### config.mk
export PLATFORM = sky130hd
export DESIGN_NAME = droic_serial_rx
export DESIGN_NICKNAME = d
export VERILOG_FILES = /design/src/rtl/droic_serial_rx.sv
export SDC_FILE = /design/constraint.sdc
export NUM_CORES = 1
export LEC_CHECK = 0
export ABC_AREA = 1
export CAP_MARGIN = 20
export CELL_PAD_IN_SITES_DETAIL_PLACEMENT = 0
export CELL_PAD_IN_SITES_GLOBAL_PLACEMENT = 1
export CORE_AREA = 2 2 83 85
export CTS_CLUSTER_SIZE = 30
export DETAILED_ROUTE_END_ITERATION = 8
export DIE_AREA = 0 0 85 87
export MAX_ROUTING_LAYER = met4
export PLACE_DENSITY_LB_ADDON = 0.1
export SKIP_CTS_REPAIR_TIMING = 1
export SLEW_MARGIN = 20
export SYNTH_ARGS = -nofsm -noshare
export SYNTH_HDL_FRONTEND = slang
export SYNTH_SLANG_ARGS = --single-unit
### constraint.sdc
create_clock -name OSC_in -period 3.2 [get_ports OSC_in]
set_clock_uncertainty 0.05 [all_clocks]
set_input_delay 0.48 -clock OSC_in [delete_from_list [all_inputs] [get_ports OSC_in]]
set_output_delay 0.48 -clock OSC_in [all_outputs]
set_load 0.01 [all_outputs]
### src/rtl/droic_serial_rx.sv
// droic_serial_rx: recovers ADC pixel words from the CPLD serial readout link.
// Frame format: HDR_LEN ones, DATA_BITS data bits (MSB first), TRL_LEN zeros.
// All inputs are asynchronous to OSC_in and are resynchronised before use.
module droic_serial_rx #(
    parameter int HDR_LEN   = 9,
    parameter int DATA_BITS = 10,
    parameter int TRL_LEN   = 3,
    parameter int ROWS      = 3,
    parameter int TIMEOUT   = 255
) (
    input  logic                 OSC_in,
    input  logic                 Rst_n,
    input  logic                 SClk,
    input  logic                 SData,
    input  logic                 SSmpl,
    output logic [DATA_BITS-1:0] WordData,
    output logic                 WordValid,
    output logic [1:0]           RowIdx,
    output logic                 FrameErr,
    output logic [7:0]           ErrCount
);

    localparam int CW = $clog2(DATA_BITS + TRL_LEN + 1);
    localparam int TW = $clog2(TIMEOUT + 1);

    localparam logic [3:0]    HDR_LAST  = 4'(HDR_LEN - 1);
    localparam logic [CW-1:0] DATA_LAST = CW'(DATA_BITS - 1);
    localparam logic [CW-1:0] TRL_LAST  = CW'(TRL_LEN - 1);
    localparam logic [TW-1:0] TO_LAST   = TW'(TIMEOUT - 1);
    localparam logic [1:0]    ROW_LAST  = 2'(ROWS - 1);

    typedef enum logic [1:0] {
        ST_IDLE = 2'd0,
        ST_DATA = 2'd1,
        ST_TRL  = 2'd2
    } state_t;

    // Synchronizer flops (SData needs no third stage: it is sampled at s2)
    logic sclk_s1_q, sclk_s2_q, sclk_s3_q;
    logic sdata_s1_q, sdata_s2_q;
    logic ssmpl_s1_q, ssmpl_s2_q, ssmpl_s3_q;

    // Frame state
    state_t                 state_q;
    logic [3:0]             ones_q;
    logic [CW-1:0]          bit_cnt_q;
    logic [DATA_BITS-1:0]   shreg_q;
    logic                   trl_bad_q;
    logic [TW-1:0]          idle_cnt_q, idle_cnt_d;
    logic [1:0]             row_cnt_q, row_cnt_d;
    logic [7:0]             err_cnt_q, err_cnt_d;

    // Registered outputs
    logic [DATA_BITS-1:0]   word_data_q;
    logic                   word_valid_q;
    logic [1:0]             row_idx_q;
    logic                   frame_err_q;

    logic sclk_rise;
    logic smpl_rise;
    logic bit_in;
    logic in_frame;
    logic timeout_hit;
    logic abort;

    // SData shares the SClk depth so the captured bit is the one present at the pin edge
    assign sclk_rise   = sclk_s2_q & ~sclk_s3_q;
    assign smpl_rise   = ssmpl_s2_q & ~ssmpl_s3_q;
    assign bit_in      = sdata_s2_q;
    assign in_frame    = (state_q != ST_IDLE);
    // An edge in the same cycle beats the timeout
    assign timeout_hit = in_frame & ~sclk_rise & (idle_cnt_q == TO_LAST);
    assign abort       = in_frame & (smpl_rise | timeout_hit);

    // Two/three-stage input synchronizers for the asynchronous link lines
    always_ff @(posedge OSC_in) begin
        if (!Rst_n) begin
            sclk_s1_q  <= 1'b0;
            sclk_s2_q  <= 1'b0;
            sclk_s3_q  <= 1'b0;
            sdata_s1_q <= 1'b0;
            sdata_s2_q <= 1'b0;
            ssmpl_s1_q <= 1'b0;
            ssmpl_s2_q <= 1'b0;
            ssmpl_s3_q <= 1'b0;
        end else begin
            sclk_s1_q  <= SClk;
            sclk_s2_q  <= sclk_s1_q;
            sclk_s3_q  <= sclk_s2_q;
            sdata_s1_q <= SData;
            sdata_s2_q <= sdata_s1_q;
            ssmpl_s1_q <= SSmpl;
            ssmpl_s2_q <= ssmpl_s1_q;
            ssmpl_s3_q <= ssmpl_s2_q;
        end
    end

    // Next values for the idle watchdog, row counter and saturating error counter
    always_comb begin
        idle_cnt_d = idle_cnt_q + TW'(1);
        if (!in_frame || sclk_rise || abort) begin
            idle_cnt_d = '0;
        end else begin
            idle_cnt_d = idle_cnt_q + TW'(1);
        end

        row_cnt_d = row_cnt_q + 2'd1;
        if (row_cnt_q >= ROW_LAST) begin
            row_cnt_d = 2'd0;
        end else begin
            row_cnt_d = row_cnt_q + 2'd1;
        end

        err_cnt_d = err_cnt_q;
        if (err_cnt_q == 8'hFF) begin
            err_cnt_d = err_cnt_q;
        end else begin
            err_cnt_d = err_cnt_q + 8'd1;
        end
    end

    // Frame FSM: header hunt, data shift, trailer check, abort handling, outputs
    always_ff @(posedge OSC_in) begin
        if (!Rst_n) begin
            state_q      <= ST_IDLE;
            ones_q       <= 4'd0;
            bit_cnt_q    <= '0;
            shreg_q      <= '0;
            trl_bad_q    <= 1'b0;
            idle_cnt_q   <= '0;
            row_cnt_q    <= 2'd0;
            err_cnt_q    <= 8'd0;
            word_data_q  <= '0;
            word_valid_q <= 1'b0;
            row_idx_q    <= 2'd0;
            frame_err_q  <= 1'b0;
        end else begin
            word_valid_q <= 1'b0;
            frame_err_q  <= 1'b0;
            idle_cnt_q   <= idle_cnt_d;

            if (abort) begin
                // Resync flag or stalled link: drop the frame, hunt for a new header
                state_q     <= ST_IDLE;
                ones_q      <= 4'd0;
                bit_cnt_q   <= '0;
                shreg_q     <= '0;
                trl_bad_q   <= 1'b0;
                frame_err_q <= 1'b1;
                err_cnt_q   <= err_cnt_d;
            end else begin
                case (state_q)
                    ST_IDLE: begin
                        if (smpl_rise) begin
                            ones_q <= 4'd0;
                        end else if (sclk_rise) begin
                            if (bit_in) begin
                                if (ones_q == HDR_LAST) begin
                                    ones_q    <= 4'd0;
                                    bit_cnt_q <= '0;
                                    shreg_q   <= '0;
                                    state_q   <= ST_DATA;
                                end else begin
                                    ones_q <= ones_q + 4'd1;
                                end
                            end else begin
                                ones_q <= 4'd0;
                            end
                        end
                    end

                    ST_DATA: begin
                        if (sclk_rise) begin
                            shreg_q <= {shreg_q[DATA_BITS-2:0], bit_in};
                            if (bit_cnt_q == DATA_LAST) begin
                                bit_cnt_q <= '0;
                                trl_bad_q <= 1'b0;
                                state_q   <= ST_TRL;
                            end else begin
                                bit_cnt_q <= bit_cnt_q + CW'(1);
                            end
                        end
                    end

                    ST_TRL: begin
                        if (sclk_rise) begin
                            if (bit_cnt_q == TRL_LAST) begin
                                state_q   <= ST_IDLE;
                                bit_cnt_q <= '0;
                                trl_bad_q <= 1'b0;
                                shreg_q   <= '0;
                                if (!(trl_bad_q | bit_in)) begin
                                    word_data_q  <= shreg_q;
                                    word_valid_q <= 1'b1;
                                    row_idx_q    <= row_cnt_q;
                                    row_cnt_q    <= row_cnt_d;
                                end else begin
                                    frame_err_q <= 1'b1;
                                    err_cnt_q   <= err_cnt_d;
                                end
                            end else begin
                                trl_bad_q <= trl_bad_q | bit_in;
                                bit_cnt_q <= bit_cnt_q + CW'(1);
                            end
                        end
                    end

                    default: begin
                        state_q   <= ST_IDLE;
                        ones_q    <= 4'd0;
                        bit_cnt_q <= '0;
                        shreg_q   <= '0;
                        trl_bad_q <= 1'b0;
                    end
                endcase
            end
        end
    end

    assign WordData  = word_data_q;
    assign WordValid = word_valid_q;
    assign RowIdx    = row_idx_q;
    assign FrameErr  = frame_err_q;
    assign ErrCount  = err_cnt_q;

endmodule

==> reports/results.ini <==
[setup_path]
cpLargestDelayFamily = simple AND/OR/NAND/NOR gates
crit_fanout = 17
r2r_slack_ns = 1.04
crit_chain = inv_1, ha_1, o21ai_1, nand2_1, nand2_2, nand2_1, o21ai_0, nor2_1
cp_common_cell = nand2_1
cp-end-kind = register
startpoint_type = register
critPathRequiredTime_ns = 3.37
arrival_ns = 2.33
path_class = register to register
critPathBufInv = 1
r2r-start = state_q[1]
critPathMaxStageDelay_ns = 0.35
rr_worst_depth = 8
crit_slowest_cell = dfxtp_1
r2r-end = bit_cnt_q[2]

[route]
avgRoutedWirePerCell_um = 11.7
num_vias = 2366
viasPerCell = 4.93
ant_nets = 0
drt-pass1-iter-count = 5
drc = 0
drt-initial-drc-count = 62
wl_um = 5590

[grt]
grt_pass1_vias = 2194
grt_pass1_wl_um = 9740
overflow = 0
grt_max_degree = 26
antenna_found_initial = 0
grt_use_total_pct = 16.9

[floorplanning]
io_pins = 27
die_w_um = 85
initial_core_util_pct = 42.0
die-area_um2 = 7400
core_region_area_um2 = 6570
fp-row-count = 30
chipHeight_um = 87

[logic_synthesis]
synth.area.mux_share_pct = 0
avgSynthCellArea_um2 = 7.51
seq_area_frac_synth_pct = 44.3
synth.cell_area_um2 = 2760
synthAdderAreaFrac_pct = 4.08
synth-simple-area-share_pct = 29.6
synth_xor_area_share_pct = 3.81
ys_ff_latch = 61
syn_nets = 381
ys_warn_count = 0
synth_compound_area_share_pct = 10.2
synthCells = 367
synth_top_family_by_area = simple AND/OR/NAND/NOR gates
ys_types = 25

[cells_and_area]
diodes = 0
final_cell_mix = 70 x nand2_1, 61 x dfxtp_1, 47 x nor2_1, 37 x inv_1, 32 x a21oi_1
nets = 410
layout_commonest_cell = nand2_1
fill_cells = 661
syn_to_final_growth_pct = 17.8
drive_gt1_share_pct = 8.75
fin_cells = 480

[worst_hold_path]
min_path_cells = 2
min_from = ssmpl_s1_q
worstHoldPathType = register to register
holdPathEnd = ssmpl_s2_q

[sta]
tightest_slew_ns = 0.461
hold_viol_final = 0
fin_setup_tns_ns = 0
grt_setup_unrepaired = false
clock.fmax_ghz = 0.462
finalSetupViolCount = 0
slew_violations = 0
relSlewSlack_pct = 69.2
period_share_pct = 67.6
period_needed_ns = 2.16

[cts]
cts_buffer_depth = 2
cts_made_buffers = 9
clk_latency_ns = 0.32
cts_tree = done
cts.clk_slew.worst_paths_ns = 0.06
htree_levels = 3
cts_sinks = 61
ctsRootBufferMaster = clkbuf_8

[placement]
port_buffers = 26
globalplace.congestion = 0.809
dp_cells = 465
post-dp-hpwl_um = 4150

[pwr]
ir_worst_vdd_mv = 0.232
powerDensity_nw_per_um2 = 434
power_leakage_nw = 1.33

[status]
outcome = completed

[flow_run]
cap_violations = 0

per-layer routing:
metal	routed length, um	global-route usage, %
met1	2630	20.6
met2	2740	27.6
met3	164	4.27
met4	63	5.19
met5	0	-
worst max-delay path by stage:
stage / start / to / cells past startpoint
floorplan: state_q[0] / row_cnt_q[1] / 9
global placement: Rst_n / idle_cnt_q[7] / 6
detailed placement: Rst_n / idle_cnt_q[7] / 6
CTS: state_q[1] / bit_cnt_q[2] / 8
global route: state_q[1] / bit_cnt_q[2] / 8
finish: state_q[1] / bit_cnt_q[2] / 8
flip-flops by register name, indices dropped and copies added (netlist names):
name / flops
ErrCount: 8
FrameErr: 1
RowIdx: 2
WordData: 10
WordValid: 1
bit_cnt_q: 4
bit_in: 1
idle_cnt_q: 8
ones_q: 4
row_cnt_q: 2
sclk_s1_q: 1
sclk_s2_q: 1
sclk_s3_q: 1
sdata_s1_q: 1
shreg_q: 10
ssmpl_s1_q: 1
ssmpl_s2_q: 1
ssmpl_s3_q: 1
state_q: 2
trl_bad_q: 1
per-stage QoR:
stage                     power (mW)  worst slack (ns)  area (um^2)  utilization (%)  hold WS, ns
final                           1.41              1.04         3250             49.4        0.365
after global routing            1.47             0.769         3250             49.4        0.398
after CTS                       1.44              1.03         3250             49.4        0.372
after detailed placement       0.822             0.960         3070             46.7        0.350
after global placement         0.822             0.950         3070             46.7        0.345
after floorplan                0.808              1.63         2760                -        0.340
synth_stat cells:
library cell | instances | area [um^2]
nand2_1 | 70 | 263
dfxtp_1 | 61 | 1220
nor2_1 | 47 | 176
inv_1 | 37 | 139
a21oi_1 | 32 | 160
nand3_1 | 17 | 85.1
nand4_1 | 15 | 93.8
o21ai_0 | 12 | 60.1
nor3_1 | 11 | 55.1
o21ai_1 | 11 | 55.1
xor2_1 | 10 | 87.6
ha_1 | 9 | 113
inv_2 | 5 | 18.8
nand2_2 | 5 | 31.3
buf_4 | 4 | 30.0
nand3_2 | 4 | 40.0
clkbuf_1 | 3 | 11.3
nor2_4 | 3 | 33.8
buf_2 | 2 | 10.0
nand3b_1 | 2 | 15.0
nor2_2 | 2 | 12.5
xnor2_1 | 2 | 17.5
buf_6 | 1 | 11.3
nand2_4 | 1 | 11.3
o22ai_1 | 1 | 6.26
tightest hold or removal path, delay by kind of cell (launching register included):
family	cells	cell delay, ns
simple gates	1	0.04
flops	1	0.31
buf+inv	1	0.04
area by class of cell:
class | count | area (um^2) | share of cell area, %
clock buffers | 14 | 173 | 5.32
clock inverters | 1 | 5.00 | 0.154
inverters | 42 | 158 | 4.85
multi-input cells | 254 | 1320 | 40.5
flip-flops and latches | 61 | 1220 | 37.6
well taps | 80 | 100 | 3.08
repair buffers | 28 | 275 | 8.47
logic make-up after synthesis:
kind of cell	count (synthesis)
AOI/OAI and AO/OA	56
xor gates and xnor gates	12
adders and majority gates	9
buffers and inverters	52
DFF	61
and+or+nand+nor	177
report_power, final:
part / leakage, nW / switching, mW / internal [mW]
registers: 0.493 / 0.00314 / 0.765
clock network: 0.0926 / 0.266 / 0.340
logic: 0.742 / 0.0237 / 0.0126
total: 1.33 / 0.293 / 1.12
(Power assumes the default switching activity.)
